`src/rtl/booth_radix4_mult_pkg.sv`:
```
// Shared types and helpers for the radix-4 Booth multiplier.
// Booth select word is {neg, two, zero}.
package booth_pkg;

    typedef enum logic [1:0] {
        IDLE,
        CALC,
        DONE
    } state_t;

    typedef struct packed {
        logic neg;
        logic two;
        logic zero;
    } bsel_t;

    localparam bsel_t ZERO = 3'b001;
    localparam bsel_t POS1 = 3'b000;
    localparam bsel_t POS2 = 3'b010;
    localparam bsel_t NEG1 = 3'b100;
    localparam bsel_t NEG2 = 3'b110;

    // N+2 rounded up to even: room for sign plus 2A.
    function automatic int ext_width(input int n);
        return ((n + 3) / 2) * 2;
    endfunction

endpackage

```
`src/rtl/booth_radix4_mult_if.sv`:
```
// Operand/result handshake bundle for booth_radix4_mult.
// master = producer/consumer side, slave = multiplier.
interface booth_radix4_mult_if #(
    parameter int N = 8
);
    logic           in_valid;
    logic           in_ready;
    logic           signed_mode;
    logic [N-1:0]   multiplier_in;
    logic [N-1:0]   multiplicand_in;
    logic           out_valid;
    logic           out_ready;
    logic [2*N-1:0] product;
    logic           busy;

    modport master (
        output in_valid, signed_mode, multiplier_in,
        output multiplicand_in, out_ready,
        input  in_ready, out_valid, product, busy
    );

    modport slave (
        input  in_valid, signed_mode, multiplier_in,
        input  multiplicand_in, out_ready,
        output in_ready, out_valid, product, busy
    );
endinterface

```
`src/rtl/booth_r4_encoder.sv`:
```
// Radix-4 Booth recoder: multiplier triplet -> partial
// product select {neg, two, zero}.
module booth_r4_encoder
    import booth_pkg::*;
(
    input  logic [2:0] trip,
    output bsel_t      sel
);

    always_comb begin
        sel = ZERO;
        unique case (trip)
            3'b001, 3'b010: sel = POS1;
            3'b011:         sel = POS2;
            3'b100:         sel = NEG2;
            3'b101, 3'b110: sel = NEG1;
            default:        sel = ZERO;
        endcase
    end

endmodule

```
`src/rtl/booth_radix4_mult.sv`:
```
// Sequential radix-4 Booth multiplier, signed/unsigned
// per operation, valid/ready on both sides.
module booth_radix4_mult
    import booth_pkg::*;
#(
    parameter int N = 8
) (
    input logic              clk,
    input logic              rst,
    booth_radix4_mult_if.slave bus
);

    localparam int W  = ext_width(N);
    localparam int AW = 2 * W + 3;
    localparam int CW = $clog2(W / 2 + 1);
    localparam logic [CW-1:0] LAST = CW'(W / 2 - 1);

    state_t         state_q, state_d;
    logic [CW-1:0]  cnt_q, cnt_d;
    logic [W-1:0]   a_q, a_d;
    logic [AW-1:0]  acc_q, acc_d;
    logic [2*N-1:0] prod_q, prod_d;

    bsel_t          sel;
    logic [W+1:0]   a_x, mag, addend, upper, sum;
    logic [AW-1:0]  step;

    function automatic logic [W-1:0] extend(
        input logic [N-1:0] v,
        input logic         s
    );
        return {{(W-N){s & v[N-1]}}, v};
    endfunction

    booth_r4_encoder u_enc (
        .trip (acc_q[2:0]),
        .sel  (sel)
    );

    // One iteration: add selected multiple to the upper
    // field, then arithmetic shift right by two.
    always_comb begin
        a_x    = {{2{a_q[W-1]}}, a_q};
        mag    = sel.two ? (a_x << 1) : a_x;
        addend = sel.zero ? '0 : (sel.neg ? -mag : mag);
        upper  = acc_q[AW-1 -: W+2];
        sum    = upper + addend;
        step   = {{2{sum[W+1]}}, sum, acc_q[W:2]};
    end

    always_comb begin
        state_d = state_q;
        cnt_d   = cnt_q;
        a_d     = a_q;
        acc_d   = acc_q;
        prod_d  = prod_q;
        unique case (state_q)
            IDLE: begin
                if (bus.in_valid) begin
                    a_d = extend(bus.multiplicand_in,
                                 bus.signed_mode);
                    acc_d = {{(W+2){1'b0}},
                             extend(bus.multiplier_in,
                                    bus.signed_mode),
                             1'b0};
                    cnt_d   = '0;
                    state_d = CALC;
                end
            end
            CALC: begin
                acc_d = step;
                cnt_d = cnt_q + CW'(1);
                if (cnt_q == LAST) begin
                    prod_d  = step[2*N:1];
                    state_d = DONE;
                end
            end
            DONE: begin
                if (bus.out_ready) state_d = IDLE;
            end
            default: state_d = IDLE;
        endcase
    end

    always_ff @(posedge clk) begin
        if (rst) begin
            state_q <= IDLE;
            cnt_q   <= '0;
            a_q     <= '0;
            acc_q   <= '0;
            prod_q  <= '0;
        end else begin
            state_q <= state_d;
            cnt_q   <= cnt_d;
            a_q     <= a_d;
            acc_q   <= acc_d;
            prod_q  <= prod_d;
        end
    end

    assign bus.in_ready  = (state_q == IDLE);
    assign bus.out_valid = (state_q == DONE);
    assign bus.busy      = (state_q != IDLE);
    assign bus.product   = prod_q;

endmodule

```
`src/flat_wrapper.sv`:
```
// flat-port wrapper written by rule: the top's interface ports become plain ports
module booth_radix4_mult_flat import booth_pkg::*;
#(
    parameter int N = 8
)
  (clk, rst, bus_in_valid, bus_signed_mode, bus_multiplier_in, bus_multiplicand_in, bus_out_ready, bus_in_ready, bus_out_valid, bus_product, bus_busy);
  booth_radix4_mult_if #(.N(N)) bus_i ();
  input logic clk;
  input logic rst;
  input wire logic [$bits(bus_i.in_valid)-1:0] bus_in_valid;
  input wire logic [$bits(bus_i.signed_mode)-1:0] bus_signed_mode;
  input wire logic [$bits(bus_i.multiplier_in)-1:0] bus_multiplier_in;
  input wire logic [$bits(bus_i.multiplicand_in)-1:0] bus_multiplicand_in;
  input wire logic [$bits(bus_i.out_ready)-1:0] bus_out_ready;
  output wire logic [$bits(bus_i.in_ready)-1:0] bus_in_ready;
  output wire logic [$bits(bus_i.out_valid)-1:0] bus_out_valid;
  output wire logic [$bits(bus_i.product)-1:0] bus_product;
  output wire logic [$bits(bus_i.busy)-1:0] bus_busy;
  assign bus_i.in_valid = bus_in_valid;
  assign bus_i.signed_mode = bus_signed_mode;
  assign bus_i.multiplier_in = bus_multiplier_in;
  assign bus_i.multiplicand_in = bus_multiplicand_in;
  assign bus_i.out_ready = bus_out_ready;
  assign bus_in_ready = bus_i.in_ready;
  assign bus_out_valid = bus_i.out_valid;
  assign bus_product = bus_i.product;
  assign bus_busy = bus_i.busy;
  booth_radix4_mult #(.N(N)) u_core (.clk(clk), .rst(rst), .bus(bus_i));
endmodule
```
`config.mk`:
```
export PLATFORM = sky130hd
export DESIGN_NAME = booth_radix4_mult_flat
export DESIGN_NICKNAME = d
export VERILOG_FILES = /design/src/rtl/booth_radix4_mult_pkg.sv /design/src/rtl/booth_radix4_mult_if.sv /design/src/rtl/booth_r4_encoder.sv /design/src/rtl/booth_radix4_mult.sv /design/src/flat_wrapper.sv
export SDC_FILE = /design/constraint.sdc
export NUM_CORES = 1
export LEC_CHECK = 0
export ABC_CLOCK_PERIOD_IN_PS = 4800
export CAP_MARGIN = 5
export CORE_ASPECT_RATIO = 1.5
export CORE_MARGIN = 2
export CORE_UTILIZATION = 56
export DETAILED_ROUTE_END_ITERATION = 12
export PLACE_DENSITY = 0.81
export SETUP_SLACK_MARGIN = 0.5
export SLEW_MARGIN = 10
export SYNTH_ARGS = -nofsm -noshare
export SYNTH_HDL_FRONTEND = slang
export SYNTH_SLANG_ARGS = --single-unit
export TNS_END_PERCENT = 1
```
`constraint.sdc`:
```
create_clock -name clk -period 4.8 [get_ports clk]
set_input_delay 0.96 -clock clk [delete_from_list [all_inputs] [get_ports clk]]
set_output_delay 0.96 -clock clk [all_outputs]
set_load 0.02 [all_outputs]
```
# [After elaboration in Yosys (flattened, before gate mapping)]
# Cells that the tools add are included.
[word_totals] input_bits=21 register_bits=53 word_cells=43 out_inout_bits=19
[op_classes] n_eq_ne=12 add_sub_neg=3 n_reduce_logical=9 n_mux=12 bitwise=2
[ops] op="$pmux W23 S2" count=1
[ops] op="$mux W12" count=2
[ops] op="$mux W23" count=1
[ops] op="$add A12 B12 Y12" count=1
[ops] op="$eq A3 B3 Y1 const B" count=4
[ops] op="$neg A12 Y12" count=1
[ops] op="$pmux W3 S4" count=1
[ops] op="$mux W9" count=1
[ops] op="$eq A3 B2 Y1 const B" count=2
[ops] op="$mux W2" count=3
[ops] op="$pmux W2 S3" count=1
[ops] op="$pmux W3 S2" count=1
[ops] op="$reduce_and A2 Y1" count=3
[ops] op="$ne A2 B2 Y1 const B" count=2
[ops] op="$reduce_bool A2 Y1" count=2
[ops] op="$reduce_or A2 Y1" count=2
[ops] op="$add A3 B1 Y3 const B" count=1
[ops] op="$eq A3 B1 Y1 const B" count=1
[ops] op="$mux W3" count=1
[ops] op="$reduce_and A3 Y1" count=1
[ops] op="$and A1 B1 Y1" count=2
[ops] op="$eq A2 B1 Y1 const B" count=1
[ops] op="$eq A2 B2 Y1 const B" count=1
[ops] op="$logic_not A2 Y1" count=1
[ops] op="$ne A2 B1 Y1 const B" count=1

# [Logic depth before layout (Yosys ltp)]
# Gate-level depths: netlist of run 1.
[depth] word_depth=9 ltp_mapped=18 depth_no_buf=16

# [By module]
# From an unflattened synthesis of run 1, not the netlist that was laid out.
[hier_totals] cells_unflattened=376 area_unflattened_um2=2860.2
[by_module_without_submodules] mod="booth_radix4_mult" cells_each=369 instances=1 area_each_um2=2822.7
[by_module_without_submodules] mod="booth_r4_encoder" cells_each=7 instances=1 area_each_um2=37.5

# [Worst setup path before layout of run 1]
# Ideal clock, no wire load.
[synth_timing] path_type="reg2reg" startpoint="reg u_core.acc_q[1]" endpoint="reg u_core.acc_q[21]" arrival_ns=4.053 slack_ns=0.669 required_time_ns=4.721 n_path_buf=2 path_stages_with_launch=19 path_cell_list="dfxtp_1 -> buf_4 -> and3b_1 -> buf_2 -> nor2_4 -> mux2i_1 -> ha_1 -> nand2b_1 -> a2111o_1 -> o311a_1 -> xnor2_1 -> o221ai_1 -> ha_1 -> nand2_1 -> o21ai_0 -> nor3_1 -> a2111o_1 -> or4_1 -> o211ai_1"
[synth_via] elab_chain_len=9 elab_cells_between_ends=15
[synth_lines] item="start, declared" line="booth_radix4_mult.sv:21" source="logic [AW-1:0] acc_q, acc_d;"
[synth_lines] item="start signal, assigned" line="booth_radix4_mult.sv:90" source="acc_q <= '0;"
[synth_lines] item="start signal, assigned" line="booth_radix4_mult.sv:96" source="acc_q <= acc_d;"
[synth_lines] item="$eq A3 B3 Y1, or another cell as far along" line="booth_r4_encoder.sv:12" source="unique case (trip)"
[synth_lines] item="$reduce_or A2 Y1" line="booth_r4_encoder.sv:12"
[synth_lines] item="$pmux W3 S4 *" line="booth_r4_encoder.sv:12"
[synth_lines] item="$mux W9" line="booth_radix4_mult.sv:44" source="mag = sel.two ? (a_x << 1) : a_x;"
[synth_lines] item="$neg A12 Y12" line="booth_radix4_mult.sv:45" source="addend = sel.zero ? '0 : (sel.neg ? -mag : mag);"
[synth_lines] item="$mux W12" line="booth_radix4_mult.sv:45"
[synth_lines] item="$mux W12 *" line="booth_radix4_mult.sv:45"
[synth_lines] item="$add A12 B12 Y12 *" line="booth_radix4_mult.sv:47" source="sum = upper + addend;"
[synth_lines] item="$pmux W23 S2 *" line="booth_radix4_mult.sv:57" source="unique case (state_q)"
# Every way passes the cells marked *; elsewhere a longest branch is shown, timed or not.
# A chain may end at the register's enable or synchronous reset.

# [Final worst setup path of run 1]
# Ends and elaborated chain as after synthesis.

==> run summary, run 1 <==
The area of the die came out at 6230 um2. The worst path arrival time is roughly 4300 ps. Including well taps, the total number of placed cells is 502. The minimum setup slack among reg-to-reg paths came out at 790 ps. The post-synthesis net count came out at 461.

Dividing total power by cell area gives a power density of 251 nW/um2. The average wire length per cell after detail routing came out at 15.0 um. The min-delay analysis places its worst path in the category reg2reg. The worst max-slew margin expressed relative to the limit came out at between 20% and 30%. Final hold analysis gives a worst-case slack of around 460 ps. The share of the Yosys chip area taken by registers is 32.5%.

The largest single stage delay on the critical path is 420 ps. TritonCTS built the clock tree. The number of warnings issued by yosys is 0. Setup repair after global routing left no endpoint under its margin.

The initial core utilization came out at 57.6%. The sum of negative setup slack is 0 ps. The count of pins over their slew limit is 0.

The number of enable flip-flop cells after synthesis is 0. The setup clock skew after layout is 6.82 ps. The via count of the first global-routing pass came out at 2915. The leading register cell type out of synthesis is sky130_fd_sc_hd__dfxtp_1. The part of the cycle the worst path needs came out at 83.6%. Once detail routing completed, the nets flagged for antenna violations numbered 0. Setup violations remaining at the end of the flow were counted as 0.

The critical path depth in cells is 16. The net count of the finished layout is around 480. The clock insertion delay at the later pin of the skew report came out at 310 ps. The flow ran to the end, and the final reports show no timing, DRC or antenna violations.

The via density per instance came out at approximately 6. The clock buffer count from CTS came out at 5. For this run the aggregate overflow at the end of global routing stands at 0.

After synthesis, the share of flip-flops with an asynchronous set or reset is 0%. The clock period minus worst slack came out at 4010 ps. On the critical path the largest part of the delay comes from compound AO/OA/AOI/OAI gates.

Of all nets on the critical path, the largest fanout is 9. The count of port buffers added during placement came out at 39. The clock edge transition at the registers on the reported setup and hold paths came out at roughly 100 ps. Of the cells placed in the final design, the portion with a size suffix greater than 1 is 7.59%.

The power after layout came out at 0.000922 W. The cell count of the worst reg-to-reg path came out at 16. The core footprint came out at about 5500 um2.

Walking the worst path, the cells encountered are and3b_2 > nor2_4 > mux2i_1 > ha_2 > nand2b_4 > a2111o_1 > o311a_1 > xnor2_1 > o221ai_1 > ha_2 > nand3_1 > nor2_2 > a21oi_2 > a2111o_1 > or4_1 > o211ai_1. The critical path contains buffers and inverters numbering 0 combined. The end of the worst register-to-register path is u_core.acc_q[21].

The leakage power came out at 1.34 nW. The first-pass GRT wire length is 13100 um. The placed wire-length estimate after detailed placement came out at 5320 um.

The number of top-level design ports came out at 40. STA classifies the critical path startpoint as a flip-flop. The top achievable clock speed came out at roughly 0.25 GHz. The initial antenna violation count is 0. The critical register-to-register path startpoint is u_core.acc_q[1]. The worst-case IR drop observed on VDD is 0.000280 V. Leaving out fill and tap cells, the most frequent cell in the layout is sky130_fd_sc_hd__nand2_1. The post-synthesis average cell area came out at 7.39 um2. The number of standard cells in the final layout excluding fillers is 518. The library cell contributing the largest single delay on the critical path is sky130_fd_sc_hd__or4_1. The count of cell types in the netlist came out at 51.

The transition time of the tightest slew-check pin is 1100 ps. The site row count is 33. The vias after detailed routing came out at 3095. In the routed design, unresolved DRC markers number 0. The largest buffer count on any clock path came out at 2. The detailed-routing iteration count for the pre-antenna-repair pass is 5.

The flop and latch count out of synthesis is 51. Across the run, the number of max-cap violations was 0. The count of endpoints failing hold in the final timing report came out at 0.

The layout overhead on the synthesized area is 16.9%. In the global route stage, overall resource usage came out at 26.1%. The H-tree level count came out at 2.

After technology mapping, the gate count stands at 425. The mapped netlist covers 3140 um2. The number of buffers added to fix hold violations after cts came out at 0. Clock tree synthesis selected as its root buffer the cell sky130_fd_sc_hd__clkbuf_8.

The sink count of the clock tree came out at 51. In this run the worst setup path terminates at u_core.acc_q[21]. For this block, the routed nets add up to approximately 7800 um of wire.

The critical path start-end classification is reg2reg. The top cell types in the final layout, fill and taps aside, are sky130_fd_sc_hd__nand2_1, sky130_fd_sc_hd__a21oi_1, sky130_fd_sc_hd__dfxtp_1. STA classifies the critical path endpoint as a flip-flop. The iteration-0 DRC count of the detailed router came out at 248. The endpoint required time on the critical path is approximately 5000 ps. At the end of routability-driven placement, the weighted congestion stood at 0.894. From bottom edge to top edge, the die measures approximately 96 um. Measured along the x axis, the die boundary spans 65.1 um.

The repair_antennas step left the layout with diodes totalling 0. The pin count of the biggest net entering global routing came out at between 60 and 70. The first element of the critical path is u_core.acc_q[1].
[worst min path at each step]
| stage | startpoint | endpoint | slack [ps] | depth (start not counted) |
|---|---|---|---|---|
| after global routing | u_core.bus.product[13] | u_core.bus.product[13] | 480 | 2 |
| after floorplan | u_core.acc_q[10] | u_core.bus.product[7] | 440 | 2 |
| after global placement | u_core.bus.product[13] | u_core.bus.product[13] | 440 | 2 |
| after CTS | u_core.bus.product[13] | u_core.bus.product[13] | 460 | 2 |
| final | u_core.bus.product[13] | u_core.bus.product[13] | 460 | 2 |
| after detailed placement | u_core.bus.product[13] | u_core.bus.product[13] | 450 | 2 |
[cells by family after synthesis]
family | after synthesis | share of synthesized area (%)
buffers and inverters | 43 | 5.62
multiplexers | 3 | 0.957
adder cells (fa/ha/maj) | 15 | 6.22
AND/OR/NAND/NOR | 181 | 27.1
XOR/XNOR | 11 | 3.07
AO/OA/AOI/OAI | 121 | 24.6
flip-flops | 51 | 32.5
[power by group]
part / switching (W) / internal (W)
Combinational: 0.000118 / 0.0000899
Sequential: 0.0000222 / 0.000439
Clock: 0.000150 / 0.000103
[worst min-delay path, stage by stage (launching register included)]
cell,delay (ps)
sky130_fd_sc_hd__dfxtp_1,320
sky130_fd_sc_hd__nand2_1,50
sky130_fd_sc_hd__a21oi_1,50
[registers in the layout, indices dropped and copies added (netlist names)]
name and cells:
u_core.state_q 2, u_core.cnt_q 3, u_core.bus.product 16, u_core.a_q 9
u_core.acc_q 21
[synth_stat cells, types with 3 or more instances]
cell type	n	area share [%]
sky130_fd_sc_hd__a211o_1	4	1.1
sky130_fd_sc_hd__a21oi_1	50	8.0
sky130_fd_sc_hd__a311oi_1	7	2.0
sky130_fd_sc_hd__a31oi_1	4	0.80
sky130_fd_sc_hd__and2_1	4	0.80
sky130_fd_sc_hd__buf_2	3	0.48
sky130_fd_sc_hd__clkbuf_1	28	3.3
sky130_fd_sc_hd__dfxtp_1	51	33
sky130_fd_sc_hd__ha_1	14	5.6
sky130_fd_sc_hd__inv_1	8	0.96
sky130_fd_sc_hd__mux2i_1	3	0.96
sky130_fd_sc_hd__nand2_1	88	11
sky130_fd_sc_hd__nand2b_1	6	1.2
sky130_fd_sc_hd__nand3_1	17	2.7
sky130_fd_sc_hd__nand3b_1	5	1.2
sky130_fd_sc_hd__nand4b_1	4	1.1
sky130_fd_sc_hd__nor2_1	28	3.3
sky130_fd_sc_hd__nor2b_1	3	0.60
sky130_fd_sc_hd__nor3_1	11	1.8
sky130_fd_sc_hd__o211ai_1	6	1.4
sky130_fd_sc_hd__o21a_1	6	1.4
sky130_fd_sc_hd__o21ai_0	16	2.6
sky130_fd_sc_hd__o21ai_1	3	0.48
sky130_fd_sc_hd__o221ai_1	5	1.4
sky130_fd_sc_hd__o311ai_0	3	0.84
sky130_fd_sc_hd__or3_1	5	1.0
sky130_fd_sc_hd__xnor2_1	5	1.4
sky130_fd_sc_hd__xor2_1	6	1.7
[timing repair]
item	4_1_cts	5_1_grt
endpoints found under the setup margin	1	2
setup buffers	2	6
pin swaps	1	7
resized for setup	3	10
[cell type report]
class | count | area [um2]
fill | 515 | 1780
sequential | 51 | 1030
multi-input combinational | 331 | 1970
timing repair buffer | 50 | 468
inverter | 8 | 30.0
clock buffer | 5 | 68.8
clock inverter | 3 | 18.8
tap | 70 | 87.6
[routing by layer]
metal / global-route usage [%] / share of wire, % / vias up
met5: 0 / 0 / -
met4: 7.64 / 1.1 / 0
met3: 3.98 / 3.6 / 14
met2: 48.6 / 53 / 73
met1: 30.5 / 43 / 1454
li1: - / - / 1554
[per-stage QoR]
| step | setup slack (ps) | util [%] | instance area (um2) |
|---|---|---|---|
| 2_1_floorplan | 669 | - | 3140 |
| 3_3_place_gp | 471 | 64.0 | 3490 |
| 3_5_place_dp | 353 | 64.0 | 3490 |
| 4_1_cts | 531 | 66.0 | 3590 |
| 5_1_grt | 508 | 67.3 | 3670 |
| 6_report | 789 | 67.3 | 3670 |
No activity file was read; power rests on OpenSTA's default activity.
==> inputs of run 2 (changes only) <==
Settings changed: ABC_CLOCK_PERIOD_IN_PS 4800 to 3600, CORE_UTILIZATION 56 to 50, PLACE_DENSITY 0.81 to 0.76.
Clock period 4.8 ns to 3.6 ns, I/O delays scaled along.
==> run 2 against run 1 <==
Net effect: the flow now finishes with violations (negative setup slack); setup slack got worse by 1000 ps; clock skew down 2.8 ps; sequential power up 32%; critical endpoint unchanged; highest routed layer unchanged.
==> run summary, run 2 (synthesized netlist as in run 1, its figures left out) <==
The initial core utilization came out at approximately half. IR analysis of the VDD net gives a maximum drop of around 0.00027 V. Using the TritonRoute via totals, the vias-per-cell ratio works out to 5.83. The library cells used most frequently in the layout, excluding fill and tap cells, are sky130_fd_sc_hd__nand2_1, sky130_fd_sc_hd__dfxtp_1, sky130_fd_sc_hd__a21oi_1. The via count of the first global-routing pass came out at 2963. The first-pass GRT wire length is 13000 um.

The first TritonRoute pass finished after 4 iterations. The number of design rule violations left after detail routing came out at 0. The fraction of the core area covered by cells at the end of the flow is 63.1%. The sequential cell area in the final layout is 1020 um2.

The pin count of the biggest net entering global routing came out at 61. The congestion estimate from routability-driven global placement came to ~0.9. The cell with the most instances on the worst path is sky130_fd_sc_hd__a2111o_1. In this run the power density over the cells is 353 nW/um2.

The antenna cell count is 0. For met3 alone, demand over resource in global routing was 4.36%. The checks that failed: negative setup slack. Clock tree synthesis selected as its root buffer the cell sky130_fd_sc_hd__clkbuf_8.

The worst path arrival time is between 4000 and 5000 ps. The number of post-CTS setup repair buffers came out at 0. In this run the worst hold path is classified as reg2reg. The library cell used most frequently in the layout, excluding fill and tap cells, is sky130_fd_sc_hd__nand2_1. Buffers placed on the I/O ports in this run total 39. The critical path depth in cells is 16. At the later pin of the worst-skew pair, clock insertion delay measures between 300 and 400 ps. The iteration-0 DRC count of the detailed router came out at 180. The run finished, with violations left. The total global routing overflow came out at 0. The delay of the slowest critical-path stage is 400 ps. met2 is the most crowded layer.

The initial antenna violation count came out at 0. The top achievable clock speed is 0.261 GHz. In the final routed layout, each cell accounts on average for 15.0 um. The count of pins over their slew limit is 0. The vias after detailed routing came out at approximately 3.2k. The startpoint class of the critical path is a flip-flop. The worst max-slew margin expressed relative to the limit came out at 32.0%.

The net count of the finished layout is roughly 500. The multi-input combinational cells in the finished layout cover a total of 1960 um2. CTS saw 51 sinks.

The number of maximum-capacitance violations is 0. The leakage power is 1.46 nW. The number of top-level design ports came out at 40. Grouping stages by cell kind, the critical path spends the most delay in compound AO/OA/AOI/OAI gates. The vertical die dimension came out at 101 um. The global-route total usage across every layer is 24.5%. After routing the design area is about 3800 um2.

The clock buffer count from CTS came out at 5. STA classifies the critical path endpoint as a flip-flop. TritonCTS built the clock tree. Setup repair after global routing could not meet its margin everywhere. The setup clock skew after layout is 4.00 ps. The critical path is of the reg2reg type.

The routed wire length came out at roughly 8100 um. Setup violations remaining at the end of the flow were counted as 1. Walking the worst path, the cells encountered are and3b_1 > nor2_4 > mux2i_1 > ha_2 > nand2b_1 > a2111o_1 > o311a_1 > xnor2_1 > o221ai_1 > ha_1 > nand3_1 > nor2_1 > a21oi_2 > a2111o_1 > or4_1 > o211ai_1. The register containing the most flip-flops in the final layout is u_core.acc_q. The area of the die is 6940 um2. The met1 global-route usage came out at 27.2%. The area growth from synthesis to layout is 22.4%. The die width is roughly 70 um. The endpoint required time on the critical path came out at 3840 ps. The total placed instance area is 3700 um2. After layout, the worst setup slack is -234 ps. The flip-flop count of the largest register after layout came out at 21.

Counting the fill cells in the layout gives between 500 and 600. After clock tree synthesis, the clock-pin slew on the worst setup and hold paths is 100 ps. The count of endpoints failing hold in the final timing report came out at 0. The met2 capacity usage during global routing is 43.7%.

The number of cells on the worst reg-to-reg path is 16. The critical path contains buffers and inverters numbering 0 combined. The core footprint came out at 6090 um2. The largest driver fanout on the critical path is 4. The cell count of the worst hold path is 2. The placed wire-length estimate after detailed placement is a little under 6000 um.

Subtracting the final worst setup slack from the clock period gives between 3000 and 4000 ps. Buffers inserted to repair hold after CTS numbered 0. The site row count came out at 35. The largest buffer count on any clock path is 2. The antenna violation net count after detailed routing came out at 0. Cells with a size suffix above 1 make up 10.9% of the layout. For the pin with the worst max-slew slack, the measured transition is just over 1000 ps. The H-tree level count is 2. The library cell contributing the largest single delay on the critical path is sky130_fd_sc_hd__or4_1. The part of the cycle the worst path needs came out at 106%.
run 2: report_power, final:
part           internal, W  switching [W]  leakage [nW]
Clock             0.000229       0.000210        0.0618
Combinational     0.000139       0.000166         0.982
Sequential        0.000586      0.0000255         0.416
run 2: what timing repair did:
action / 4_1_cts / 5_1_grt
resized for setup: 11 / 0
endpoints found under the setup margin: 12 / 14
pin swaps: 3 / 1
gates cloned: 0 / 0
run 2: area by class of cell:
| type | instances | area share, % |
|---|---|---|
| flip-flops and latches | 51 | 26.6 |
| inverters | 8 | 0.782 |
| clock buffers | 6 | 2.15 |
| clock inverters | 2 | 1.01 |
| multi-input cells | 331 | 51.1 |
| repair buffers | 69 | 15.9 |
| well taps | 74 | 2.41 |
run 2: layer usage:
metal / part of all wire (%) / vias up / routed length, um
li1: - / 1583 / -
met1: 42 / 1491 / 3440
met2: 52 / 64 / 4210
met3: 3.6 / 17 / 294
met4: 2.3 / 0 / 184
met5: 0 / - / 0
run 2: per-stage QoR:
stage	std cells	setup TNS, ps	hold slack (ps)	setup WS (ps)	power (W)
detailed placement	533	-222	448	-222	0.000924
floorplan	425	-309	445	-309	0.000814
global placement	533	-61.1	442	-61.1	0.000916
global route	541	-616	495	-409	0.00142
CTS	541	-222	463	-222	0.00136
finish	541	-234	456	-234	0.00136
run 2: worst reg2reg max path: cells and delay by family, from the launching register on:
kind,cells,cell delay [ps]
AO/OA/AOI/OAI,6,1370
XOR/XNOR,1,150
adder cells (fa/ha/maj),2,560
flip-flops,1,370
multiplexers,1,210
AND/OR/NAND/NOR,6,1110
run 2: path summary, 6_finish.rpt:
kind / from / end / slack, ps
max reg2reg: u_core.acc_q[2] / u_core.acc_q[21] / -230
min: u_core.bus.product[0] / u_core.bus.product[0] / 460
max: u_core.acc_q[2] / u_core.acc_q[21] / -230
min reg2reg: u_core.bus.product[0] / u_core.bus.product[0] / 460
==> edit 1 (flow settings as in run 1) <==
`N` is set to 8 in 3 places; all go to 4.
--- a/src/rtl/booth_radix4_mult_if.sv
+++ b/src/rtl/booth_radix4_mult_if.sv
@@ -1,7 +1,7 @@
 // Operand/result handshake bundle for booth_radix4_mult.
 // master = producer/consumer side, slave = multiplier.
 interface booth_radix4_mult_if #(
-    parameter int N = 8
+    parameter int N = 4
 );
     logic           in_valid;
     logic           in_ready;
--- a/src/rtl/booth_radix4_mult.sv
+++ b/src/rtl/booth_radix4_mult.sv
@@ -3,7 +3,7 @@
 module booth_radix4_mult
     import booth_pkg::*;
 #(
-    parameter int N = 8
+    parameter int N = 4
 ) (
     input logic              clk,
     input logic              rst,
--- a/src/flat_wrapper.sv
+++ b/src/flat_wrapper.sv
@@ -1,7 +1,7 @@
 // flat-port wrapper written by rule: the top's interface ports become plain ports
 module booth_radix4_mult_flat import booth_pkg::*;
 #(
-    parameter int N = 8
+    parameter int N = 4
 )
   (clk, rst, bus_in_valid, bus_signed_mode, bus_multiplier_in, bus_multiplicand_in, bus_out_ready, bus_in_ready, bus_out_valid, bus_product, bus_busy);
   booth_radix4_mult_if #(.N(N)) bus_i ();
Ports: changed (resized bus_multiplicand_in, bus_multiplier_in and bus_product); port bits go from 40 to 24. No check against the original RTL was run, so the function may have changed too.
==> edit 1 against run 1 <==
Sequential cell count fell by 21; wire length fell by 47%; final area fell by 43%; total power fell by 35%; clock skew barely moved; area after synthesis fell by 42%; non-clock buffer count fell by 27; worst setup slack improved by 0.45 ns.
==> edit 1: results (changes against run 1) <==
Hold WS - 0.460 ns (+0.00337 ns)
max FFs per register - 13 (-38%)
gpl congestion - 0.809 (-9.6%)
Reg2Reg Launch Point - u_core.acc_q[2]
Synthesized Nets - 258 (-44%)
R2R setup slack - 1.24 ns (+0.45 ns)
Worst Hold Path EP - u_core.bus.product[2]
crit path max fanout - 18 (+9)
Worst VDD drop - 0.000224 V (-20%)
Metal-1 WL - 1.70 mm (-49%)
Resized cells post-CTS - 0 (-3)
DR vias/cell - 5.85 (-2.0%)
Signal inverters - 4 (-4)
Clock Skew - 0.00646 ns (-0.000361 ns)
Slew headroom - 23.4% (-2.8 points)
placed insts - 281 (-44%)
hold path startpoint - u_core.bus.product[2]
Reg area - 601 sq um (-42%)
Worst path max stage delay - 0.69 ns (+0.27 ns)
Filler cells - 271 (-47%)
clock buffers - 6 (+1)
Placed Instance Area - 2000 sq um (-43%)
initial drt markers - 42 (-83%)
Post-Route WL - 4.15 mm (-47%)
status - finished, final reports clean
Seq area share - 28.6% (+0.55 points)
worst slack at placement - 1.29 ns (+0.937 ns)
largest net degree at the start of global routing - 33 (-46%)
Reg2Reg Capture Point - u_core.acc_q[11]
hpwl dp - 2.85 mm (-46%)
Non-clock buffers - 23 (-54%)
via count - 1692 (-45%)
share of cells above drive strength 1 - 6.43% (-1.2 points)
number of global-route vias before repair - 1598 (-45%)
most frequent cells after synthesis - 52 x nand2_1, 30 x dfxtp_1, 28 x a21oi_1
Met3 Wirelength - 209 microns (-26%)
R2R cell count - 15 (-1)
==> edit 1: changes by cell type in the layout (fill, tap and decap cells not counted), moves of 5 or more <==
cell	run 1	this run
a21oi_1	48	28
clkdlybuf4s50_1	38	23
dfxtp_1	48	30
buf_4	11	0
nor2_1	27	14
o21ai_0	15	6
nand3_1	17	12
nor3_1	11	2
or3_1	5	0
o21a_1	6	0
nand2_1	88	52
==> edit 1: cells by family after synthesis <==
group	after synthesis	synth area share (%)
simple gates	104	27.2
xor+xnor	7	3.37
flops	30	33.0
mux	3	1.65
compound gates	60	21.4
fa+ha+maj	10	7.30
buf+inv	21	6.06
==> edit 1: worst reg2reg max path: cells and delay by family (launching register included) <==
| kind | cells | cell delay (ns) |
|---|---|---|
| multiplexers | 1 | 0.10 |
| AND/OR/NAND/NOR | 2 | 0.50 |
| AO/OA/AOI/OAI | 8 | 1.19 |
| adder cells (fa/ha/maj) | 2 | 0.58 |
| flip-flops | 1 | 0.69 |
| XOR/XNOR | 2 | 0.35 |
==> edit 1: worst max-delay path by stage <==
stage	from	end	slack, ns	cells after the start
2_1_floorplan	u_core.acc_q[2]	u_core.acc_q[13]	1.82	16
5_1_grt	u_core.acc_q[2]	u_core.acc_q[11]	0.91	15
4_1_cts	u_core.acc_q[2]	u_core.acc_q[11]	1.28	15
6_report	u_core.acc_q[2]	u_core.acc_q[11]	1.24	15
3_3_place_gp	u_core.acc_q[2]	u_core.acc_q[11]	1.32	15
3_5_place_dp	u_core.acc_q[2]	u_core.acc_q[11]	1.29	15
==> edit 1: where the power goes <==
part,leakage [nW],switching [mW],total [mW],internal [mW]
sequential,0.244,0.0186,0.278,0.259
combinational,0.531,0.0618,0.107,0.0453
clock,0.0472,0.100,0.215,0.115
==> edit 2 (config.mk and constraints of run 1) <==
Made on the original files. Re-encode `state_t` (3 states) as one-hot, 3 bits wide.
--- a/src/rtl/booth_radix4_mult_pkg.sv
+++ b/src/rtl/booth_radix4_mult_pkg.sv
@@ -2,10 +2,10 @@
 // Booth select word is {neg, two, zero}.
 package booth_pkg;
 
-    typedef enum logic [1:0] {
-        IDLE,
-        CALC,
-        DONE
+    typedef enum logic [2:0] {
+        IDLE = 3'b001,
+        CALC = 3'b010,
+        DONE = 3'b100
     } state_t;
 
     typedef struct packed {
Formal check against the unedited RTL: same outputs for any inputs over 4 cycles, from zero or initial values and one cycle with rst high; so few cycles prove little.
==> edit 2 against run 1 <==
Worst setup slack improved by 0.066 ns; critical path depth rose by 1; area after synthesis fell by 2.7%; final area fell by 4.4%; clock skew rose by 0.0031 ns; wire length fell by 6.1%; sequential cell count rose by 1; worst hold slack improved by 0.0015 ns; total power fell by 3.9%; largest cell class unchanged; largest power group unchanged.
==> edit 2: results (changes against run 1) <==
met2 Track Usage GR - 45.8% (-2.8 points)
Worst VDD drop - 0.000153 V (-45%)
drt pass-1 iters - 4 (-1)
NonClk Buf Share - 11.2% (-1.5 points)
post-synthesis compound-gate area fraction - 20.6% (-3.9 points)
Synthesized Nets - 450 (-2.4%)
Post-CTS Setup Bufs - 0 (-2)
Met3 Wirelength - 281 microns (-1.1%)
status - finished, final reports clean
XOR/XNOR Fraction of Synth Area - 5.16% (+2.1 points)
gr usage total - 24.8% (-1.2 points)
Clock Skew - 0.00997 ns (+0.00315 ns)
Clock Network Area Fraction - 2.61% (+0.22 points)
multi-input logic area - 1850 sq um (-5.7%)
total chip power - 886 uW (-3.9%)
sequential power share - 52.8% (+2.7 points)
gpl congestion - 0.866 (-3.2%)
share of cells above drive strength 1 - 5.08% (-2.5 points)
Pint - 628 uW (-0.70%)
Reg area - 1040 sq um (+1.5%)
met3 usage - 4.17% (+0.20 points)
Synth Area in Adders - 6.39% (+0.17 points)
Resized cells post-CTS - 0 (-3)
Metal-1 WL - 2.98 mm (-9.9%)
# clock sinks - 52 (+2.0%)
Slowest cell on crit path - dfxtp_1
hpwl dp - 5.30 mm (-0.36%)
Filler cells - 471 (-8.5%)
CP top delay family - simple AND/OR/NAND/NOR gates
first-pass GRT wire length - 12.1 mm (-7.9%)
Pleak - 1.28 nW (-4.5%)
M1 GR Usage - 27.1% (-3.5 points)
Post-Route WL - 7.31 mm (-6.1%)
## edit 2: stage by stage
stage | instance area, sq um | hold slack (ns) | cells | setup WS (ns)
after floorplan | 3050 | 0.445 | 414 | 1.15
after global placement | 3400 | 0.445 | 494 | 0.683
after detailed placement | 3400 | 0.447 | 494 | 0.549
after CTS | 3490 | 0.460 | 501 | 0.511
after global routing | 3510 | 0.479 | 501 | 0.513
final | 3510 | 0.458 | 501 | 0.855
## edit 2: final timing paths
kind / slack [ns] / from / to / depth (start not counted)
max: 0.86 / u_core.acc_q[1] / u_core.acc_q[21] / 17
min: 0.46 / u_core.bus.product[10] / u_core.bus.product[10] / 2
max reg2reg: 0.86 / u_core.acc_q[1] / u_core.acc_q[21] / 17
min reg2reg: 0.46 / u_core.bus.product[10] / u_core.bus.product[10] / 2
## edit 2: worst register-to-register path, delay by kind of cell, from the launching register on
family	cells	cell delay, ns
xor+xnor	2	0.17
fa+ha+maj	2	0.63
simple gates	7	1.16
flops	1	0.60
compound gates	5	1.14
mux	1	0.18
